`config.mk`:
```
export PLATFORM = sky130hd
export DESIGN_NAME = attex_bus_fabric
export DESIGN_NICKNAME = d
export VERILOG_FILES = /design/src/rtl/cdi_bus_pkg.sv /design/src/rtl/bus_watchdog.sv /design/src/rtl/attex_bus_fabric.sv
export SDC_FILE = /design/constraint.sdc
export NUM_CORES = 1
export LEC_CHECK = 0
export ABC_CLOCK_PERIOD_IN_PS = 2500
export BUFFER_PORTS_ARGS = -buffer_cell sky130_fd_sc_hd__buf_2
export CAP_MARGIN = 15
export CORE_MARGIN = 1
export CORE_UTILIZATION = 35
export CTS_BUF_LIST = sky130_fd_sc_hd__clkbuf_8
export DETAILED_ROUTE_END_ITERATION = 12
export HOLD_SLACK_MARGIN = 0.03
export PLACE_DENSITY = 0.63
export SLEW_MARGIN = 20
export SYNTH_ARGS = -nofsm -noshare
export SYNTH_HDL_FRONTEND = slang
export SYNTH_HIERARCHICAL = 1
export SYNTH_SLANG_ARGS = --single-unit
```
`constraint.sdc`:
```
create_clock -name clk30 -period 2.5 [get_ports clk30]
set_clock_uncertainty 0.15 [all_clocks]
set_input_delay 0.5 -clock clk30 [delete_from_list [all_inputs] [get_ports clk30]]
set_output_delay 0.5 -clock clk30 [all_outputs]
set_load 0.01 [all_outputs]
```
`src/rtl/cdi_bus_pkg.sv`:
```
// Shared types and helpers for the 68070 bus fabric.
//   bus_state_e  : fabric FSM states
//   bus_addr_t   : 24-bit byte address
//   region_match : masked base compare used by the region decoder
package cdi_bus_pkg;

  typedef enum logic [1:0] {
    IDLE   = 2'd0,
    ACCESS = 2'd1,
    ACK    = 2'd2,
    ERR    = 2'd3
  } bus_state_e;

  typedef logic [23:0] bus_addr_t;

  // A region matches when the address and the base agree on every masked bit.
  function automatic logic region_match(input bus_addr_t a,
                                        input bus_addr_t base,
                                        input bus_addr_t mask);
    return ((a & mask) == (base & mask));
  endfunction

endpackage

```
`src/rtl/bus_watchdog.sv`:
```
// Saturating access watchdog.
//   clk30   in   system clock
//   reset   in   synchronous, active-high
//   clear   in   zero the counter (held while the fabric is idle)
//   enable  in   count one cycle
//   expired out  counter sits at TIMEOUT_CYCLES-1; never asserted when TIMEOUT_CYCLES==0
module bus_watchdog #(
  parameter int TIMEOUT_CYCLES = 1023
) (
  input  logic clk30,
  input  logic reset,
  input  logic clear,
  input  logic enable,
  output logic expired
);

  localparam int CNT_W = (TIMEOUT_CYCLES > 0) ? $clog2(TIMEOUT_CYCLES + 1) : 1;
  localparam logic [CNT_W-1:0] LIMIT = (TIMEOUT_CYCLES > 0) ? CNT_W'(TIMEOUT_CYCLES - 1) : '0;
  localparam logic [CNT_W-1:0] CNT_MAX = {CNT_W{1'b1}};

  logic [CNT_W-1:0] cnt_r;

  // Watchdog counter: clears on request, otherwise counts up and sticks at its maximum.
  always_ff @(posedge clk30) begin
    if (reset) begin
      cnt_r <= '0;
    end else if (clear) begin
      cnt_r <= '0;
    end else if (enable && (cnt_r != CNT_MAX)) begin
      cnt_r <= cnt_r + CNT_W'(1);
    end
  end

  // Compared against the count before this cycle's increment, so the FSM
  // leaves ACCESS on the edge where the count would pass TIMEOUT_CYCLES-1.
  assign expired = (TIMEOUT_CYCLES > 0) && (cnt_r == LIMIT);

endmodule

```
`src/rtl/attex_bus_fabric.sv`:
```
// 68070 bus fabric: address decode, one-hot chip selects, ack/wait-state
// generation, bus error on unmapped access or watchdog timeout, and an
// interrupt-acknowledge path that bypasses decoding.
//   clk30, reset        clock, synchronous active-high reset
//   as, uds, lds        CPU address and byte strobes
//   write_strobe        1 = write cycle (ack/err timing identical to reads)
//   addr[22:0]          CPU addr[23:1]
//   iack_sel            one-hot region answering an interrupt acknowledge
//   dev_dout, dev_ack   per-region read data and ready
//   dev_cs              one-hot chip select (registered)
//   data_in             read data to CPU (registered, held between accesses)
//   bus_ack, bus_err    transfer acknowledge / bus error (registered)
module attex_bus_fabric
  import cdi_bus_pkg::*;
#(
  parameter int NREGIONS = 4,
  parameter logic [NREGIONS*24-1:0] REGION_BASE = {24'hE00000, 24'hD00000, 24'h800000, 24'h000000},
  parameter logic [NREGIONS*24-1:0] REGION_MASK = {24'hF00000, 24'hF00000, 24'hC00000, 24'hC00000},
  parameter logic [NREGIONS*8-1:0]  REGION_WAIT = {8'd0, 8'd0, 8'd0, 8'd0},
  parameter int TIMEOUT_CYCLES = 1023
) (
  input  logic                   clk30,
  input  logic                   reset,
  input  logic                   as,
  input  logic                   uds,
  input  logic                   lds,
  input  logic                   write_strobe,
  input  logic [22:0]            addr,
  input  logic [NREGIONS-1:0]    iack_sel,
  input  logic [NREGIONS*16-1:0] dev_dout,
  input  logic [NREGIONS-1:0]    dev_ack,
  output logic [NREGIONS-1:0]    dev_cs,
  output logic [15:0]            data_in,
  output logic                   bus_ack,
  output logic                   bus_err
);

  localparam int IDX_W = (NREGIONS > 1) ? $clog2(NREGIONS) : 1;

  bus_state_e         state_r;
  logic [IDX_W-1:0]   sel_r;
  logic [7:0]         wait_cnt_r;

  bus_addr_t          byte_addr_s;
  logic               match_s;
  logic               hit_s;
  logic [IDX_W-1:0]   hit_idx_s;
  logic [NREGIONS-1:0] hit_oh_s;
  logic               iack_found_s;
  logic [15:0]        iack_dout_s;
  logic [15:0]        cur_dout_s;
  logic               cur_ack_s;
  logic [7:0]         cur_wait_s;
  logic               wait_done_s;
  logic               start_s;
  logic               wd_expired_s;
  logic               unused_s;

  // Writes share the read timing exactly, so the direction bit is not needed.
  assign unused_s = write_strobe;

  assign byte_addr_s = {addr, 1'b0};
  assign start_s     = as && (uds || lds);

  // Region decoder: scan upward and keep the first (lowest-index) hit.
  always_comb begin
    hit_s     = 1'b0;
    hit_idx_s = '0;
    match_s   = 1'b0;
    for (int i = 0; i < NREGIONS; i++) begin
      match_s   = region_match(byte_addr_s, REGION_BASE[i*24 +: 24], REGION_MASK[i*24 +: 24]);
      hit_idx_s = (match_s && !hit_s) ? IDX_W'(i) : hit_idx_s;
      hit_s     = hit_s | match_s;
    end
  end

  // One-hot chip select for the decoded region.
  always_comb begin
    hit_oh_s = '0;
    for (int i = 0; i < NREGIONS; i++) begin
      hit_oh_s[i] = (hit_idx_s == IDX_W'(i));
    end
  end

  // Interrupt-acknowledge data: lowest set iack_sel bit supplies the vector.
  always_comb begin
    iack_found_s = 1'b0;
    iack_dout_s  = 16'h0000;
    for (int i = 0; i < NREGIONS; i++) begin
      iack_dout_s  = (iack_sel[i] && !iack_found_s) ? dev_dout[i*16 +: 16] : iack_dout_s;
      iack_found_s = iack_found_s | iack_sel[i];
    end
  end

  // Per-region mux for the selected device's data, ready and wait count.
  always_comb begin
    cur_dout_s = 16'h0000;
    cur_ack_s  = 1'b0;
    cur_wait_s = 8'd0;
    for (int i = 0; i < NREGIONS; i++) begin
      cur_dout_s = (sel_r == IDX_W'(i)) ? dev_dout[i*16 +: 16]   : cur_dout_s;
      cur_ack_s  = (sel_r == IDX_W'(i)) ? dev_ack[i]             : cur_ack_s;
      cur_wait_s = (sel_r == IDX_W'(i)) ? REGION_WAIT[i*8 +: 8]  : cur_wait_s;
    end
  end

  // A zero wait count hands completion to the device; otherwise count N cycles
  // from chip-select rise (counter value N-1 before this edge's increment).
  assign wait_done_s = (cur_wait_s == 8'd0) ? cur_ack_s : (wait_cnt_r == (cur_wait_s - 8'd1));

  bus_watchdog #(
    .TIMEOUT_CYCLES (TIMEOUT_CYCLES)
  ) u_watchdog (
    .clk30   (clk30),
    .reset   (reset),
    .clear   (state_r == IDLE),
    .enable  (state_r == ACCESS),
    .expired (wd_expired_s)
  );

  // Bus FSM with registered chip selects, read data, ack and error.
  always_ff @(posedge clk30) begin
    if (reset) begin
      state_r    <= IDLE;
      sel_r      <= '0;
      wait_cnt_r <= 8'd0;
      dev_cs     <= '0;
      data_in    <= 16'h0000;
      bus_ack    <= 1'b0;
      bus_err    <= 1'b0;
    end else begin
      case (state_r)
        IDLE: begin
          wait_cnt_r <= 8'd0;
          if (start_s) begin
            if (|iack_sel) begin
              // Interrupt acknowledge overrides decoding; no chip select.
              state_r <= ACK;
              data_in <= iack_dout_s;
              bus_ack <= 1'b1;
              dev_cs  <= '0;
            end else if (!hit_s) begin
              state_r <= ERR;
              bus_err <= 1'b1;
            end else begin
              state_r <= ACCESS;
              sel_r   <= hit_idx_s;
              dev_cs  <= hit_oh_s;
            end
          end
        end
        ACCESS: begin
          if (wait_cnt_r != 8'hFF) begin
            wait_cnt_r <= wait_cnt_r + 8'd1;
          end
          if (!as) begin
            // CPU abandoned the cycle: release quietly.
            state_r <= IDLE;
            dev_cs  <= '0;
          end else if (wait_done_s) begin
            // Ack takes priority over a watchdog expiry in the same cycle.
            state_r <= ACK;
            data_in <= cur_dout_s;
            bus_ack <= 1'b1;
          end else if (wd_expired_s) begin
            state_r <= ERR;
            bus_err <= 1'b1;
          end
        end
        ACK: begin
          if (!as) begin
            state_r <= IDLE;
            bus_ack <= 1'b0;
            dev_cs  <= '0;
          end
        end
        ERR: begin
          if (!as) begin
            state_r <= IDLE;
            bus_err <= 1'b0;
            dev_cs  <= '0;
          end
        end
        default: begin
          state_r <= IDLE;
          dev_cs  <= '0;
          bus_ack <= 1'b0;
          bus_err <= 1'b0;
        end
      endcase
    end
  end

endmodule

```
==> out/metrics.csv <==
metric,value,unit
outcome,"complete, no violations",
Post-Syn Nets,417,
# IOs,123,
"Avg Cell Area, Syn",8.774,sq um
Worst Path Required,2580,ps
CP peak stage delay,480,ps
RSZ-0062 raised after global routing,false,
PostCTS Resize Cnt,0,
WL per Instance,16.39,um
Post-synth EDFFs,0,
Reg power frac,41.9,%
power consumption,1.502,mW
Setup-failing EPs final,0,
fraction of layout cells with a size suffix above 1,38.26,%
grt peak-use layer,met2,
Post-Syn Instances,314,
CP Data Arrival Time,2250,ps
most frequent cells in the layout,"buf_2, a21oi_1, dfxtp_1",
first-pass detailed-route iteration total,4,
"wirelength, routed",8394,um
die area,8231,sq um
transition time at the pin with the least slew margin,436.5,ps
Critical Path Source,state_r[1],
max-cap viol count,0,
hold bufs inserted after CTS,0,
vias in the first global route,2813,
static leakage,1.382,nW
combinational group share of total power,29.1,%
Finished Layout Cells,512,
Worst Path Max Fanout,9,
"Seq/Total Area, Yosys",26.16,%
Psw,0.4721,mW
Clk pwr share,29.0,%
Max clock buf depth,2,
met2 usage,33.46,%
crit-path cells,"or2_2, inv_1, mux2_2, or4b_1, a21oi_1",
Hold Path Sink,dev_cs[2],
hold crit path type,flop to flop,
routed vias,2942,
GR met3 Demand/Resource,3.956,%
initial antenna violation count,0,
PwrDens,433.3,nW/um^2
GR Overflow Total,0,
fraction of registers with async set/reset,0,%
relative slew slack,70.80,%
critical path capture point type,flop,
CP Class,flop to flop,
min-delay src,dev_cs[2],
chip width,90.73,um
internal power,1.030,mW
CTS Sinks,36,
Tmin final,2171,ps
gr usage total,20.65,%
Final HPWL DP,6139,um
Routed Antenna Nets,0,
Yosys top cell by area,dfxtp_1,
Synth top area share,26.16,%
iteration-0 DRC count of the detailed router,167,
Highest Clock Rate,460.7,MHz
root buf cell,clkbuf_8,
"Primary FF master, synth",dfxtp_1,
RR Endpoint,dev_cs[3],
CTS tree,built,
"top cells by area, synth","dfxtp_1, mux4_2, a21oi_1",
"commonest non-fill, non-tap cell in the layout",buf_2,
CTS buffer count,5,
Critical Path Slowest Stage Cell,or4b_1,
first-pass GRT wire length,13780,um
vias per cell,5.746,
pin count of the biggest net entering global routing,34,
Reg2Reg Setup Slack,330,ps
Initial Util,37.00,%
Worst-path clk slew,70,ps
Netlist cell types,63,
Final #Nets,515,
max-slew violations,0,
routing usage on met1,26.96,%
worst hold path cell count,2,
Yosys reg bits,36,
die height,90.73,um
"Cell Area, Synth",2755,sq um
Setup Buffers After CTS,0,
Worst VDD drop,0.1937,mV
n_diodes,0,
Worst R2R Start,state_r[1],
H-tree depth,2,
final hold viol count,0,
post-layout util,46.56,%
Startpoint Class,flop,
area grow syn2layout,25.84,%
CORE AREA,7447,sq um
switching share of total power,31.42,%
Placed Cells,504,
reg2reg path depth,5,
synth warn,6,
Std-Cell Rows,31,
Hold Worst Slack,321.2,ps
residual DRC count,0,
Clock Latency Late Sink,290,ps
gpl congestion,0.7708,
part of the cycle the worst path needs,86.82,%
Setup TNS,0,ps
Port Buffer Count,102,
-- final cells by class --
cell class / instances / area, sq um
inverter: 11 / 41.29
timing repair buffer: 118 / 630.6
fill: 775 / 3980
sequential: 36 / 720.7
tap: 99 / 123.9
clock inverter: 2 / 11.26
multi-input combinational: 240 / 1857
clock buffer: 6 / 82.58
-- worst max-delay path, delay by kind of cell, from the launching register on --
kind | cells | cell delay (ps)
flops | 1 | 390
compound gates | 1 | 140
simple gates | 2 | 870
buf+inv | 1 | 170
mux | 1 | 400
-- metal layers --
| layer | vias up | share of wire (%) | wire length (um) |
|---|---|---|---|
| li1 | 1421 | - | - |
| met1 | 1383 | 44 | 3669 |
| met2 | 124 | 48 | 4055 |
| met3 | 14 | 6.3 | 526 |
| met4 | 0 | 1.7 | 142 |
| met5 | - | 0 | 0 |
-- power groups by stage --
stage / Combinational, mW / Clock (mW) / Sequential [mW]
6_report: 0.437 / 0.435 / 0.630
2_1_floorplan: 0.253 / 0 / 0.652
5_1_grt: 0.479 / 0.480 / 0.635
3_3_place_gp: 0.424 / 0 / 0.643
3_5_place_dp: 0.432 / 0 / 0.643
4_1_cts: 0.436 / 0.450 / 0.630
-- worst max-delay path by stage --
stage,to,slack (ps),depth (start not counted)
2_1_floorplan,data_in[10],110,8
3_3_place_gp,data_in[5],250,5
3_5_place_dp,data_in[13],230,5
4_1_cts,dev_cs[3],340,5
5_1_grt,dev_cs[3],230,5
6_report,dev_cs[3],330,5
-- logic make-up (layout without fill, tap and decap cells) --
kind of cell / Yosys count / in the layout / share of synthesized area, %
and+or+nand+nor: 88 / 88 / 19.16
buffers and inverters: 38 / 137 / 6.676
AOI/OAI and AO/OA: 124 / 124 / 30.02
adders and majority gates: 2 / 2 / 0.9081
muxes: 22 / 22 / 15.80
DFF: 36 / 36 / 26.16
xor gates and xnor gates: 4 / 4 / 1.272
-- metrics by stage --
| step | worst slack [ps] | area [sq um] |
|---|---|---|
| global route | 233.6 | 3467 |
| floorplan | 113.7 | 2755 |
| CTS | 340.6 | 3467 |
| finish | 329.5 | 3467 |
| detailed placement | 229.5 | 3373 |
| global placement | 250.5 | 3373 |
-- cells in the mapped netlist, types with 2 or more instances --
master     instances
clkbuf_2           2
nand2b_1           4
o41ai_1            2
nand3_1            3
o2bb2ai_1         15
mux2i_1            3
buf_2              4
or2_2              2
nor4b_1            2
mux4_2            17
a22o_1            15
nand4_1            5
nand2_1            6
dfxtp_1           36
a21oi_1           62
ha_1               2
buf_6              4
buf_1              3
and2_1             2
o21ai_0            7
clkbuf_1          13
a211oi_1           2
and4_1             2
nor3_1             8
nand3b_1          15
inv_1              9
nor2_1            28
xor2_1             3
a221oi_1           3
mux2_2             2
-- registers in the layout (all words and copies together) (netlist names) --
register	flops
u_watchdog/cnt_r	10
state_r	2
data_in	16
bus_err	1
sel_r	2
bus_ack	1
dev_cs	4
No activity file was read; power rests on OpenSTA's default activity.
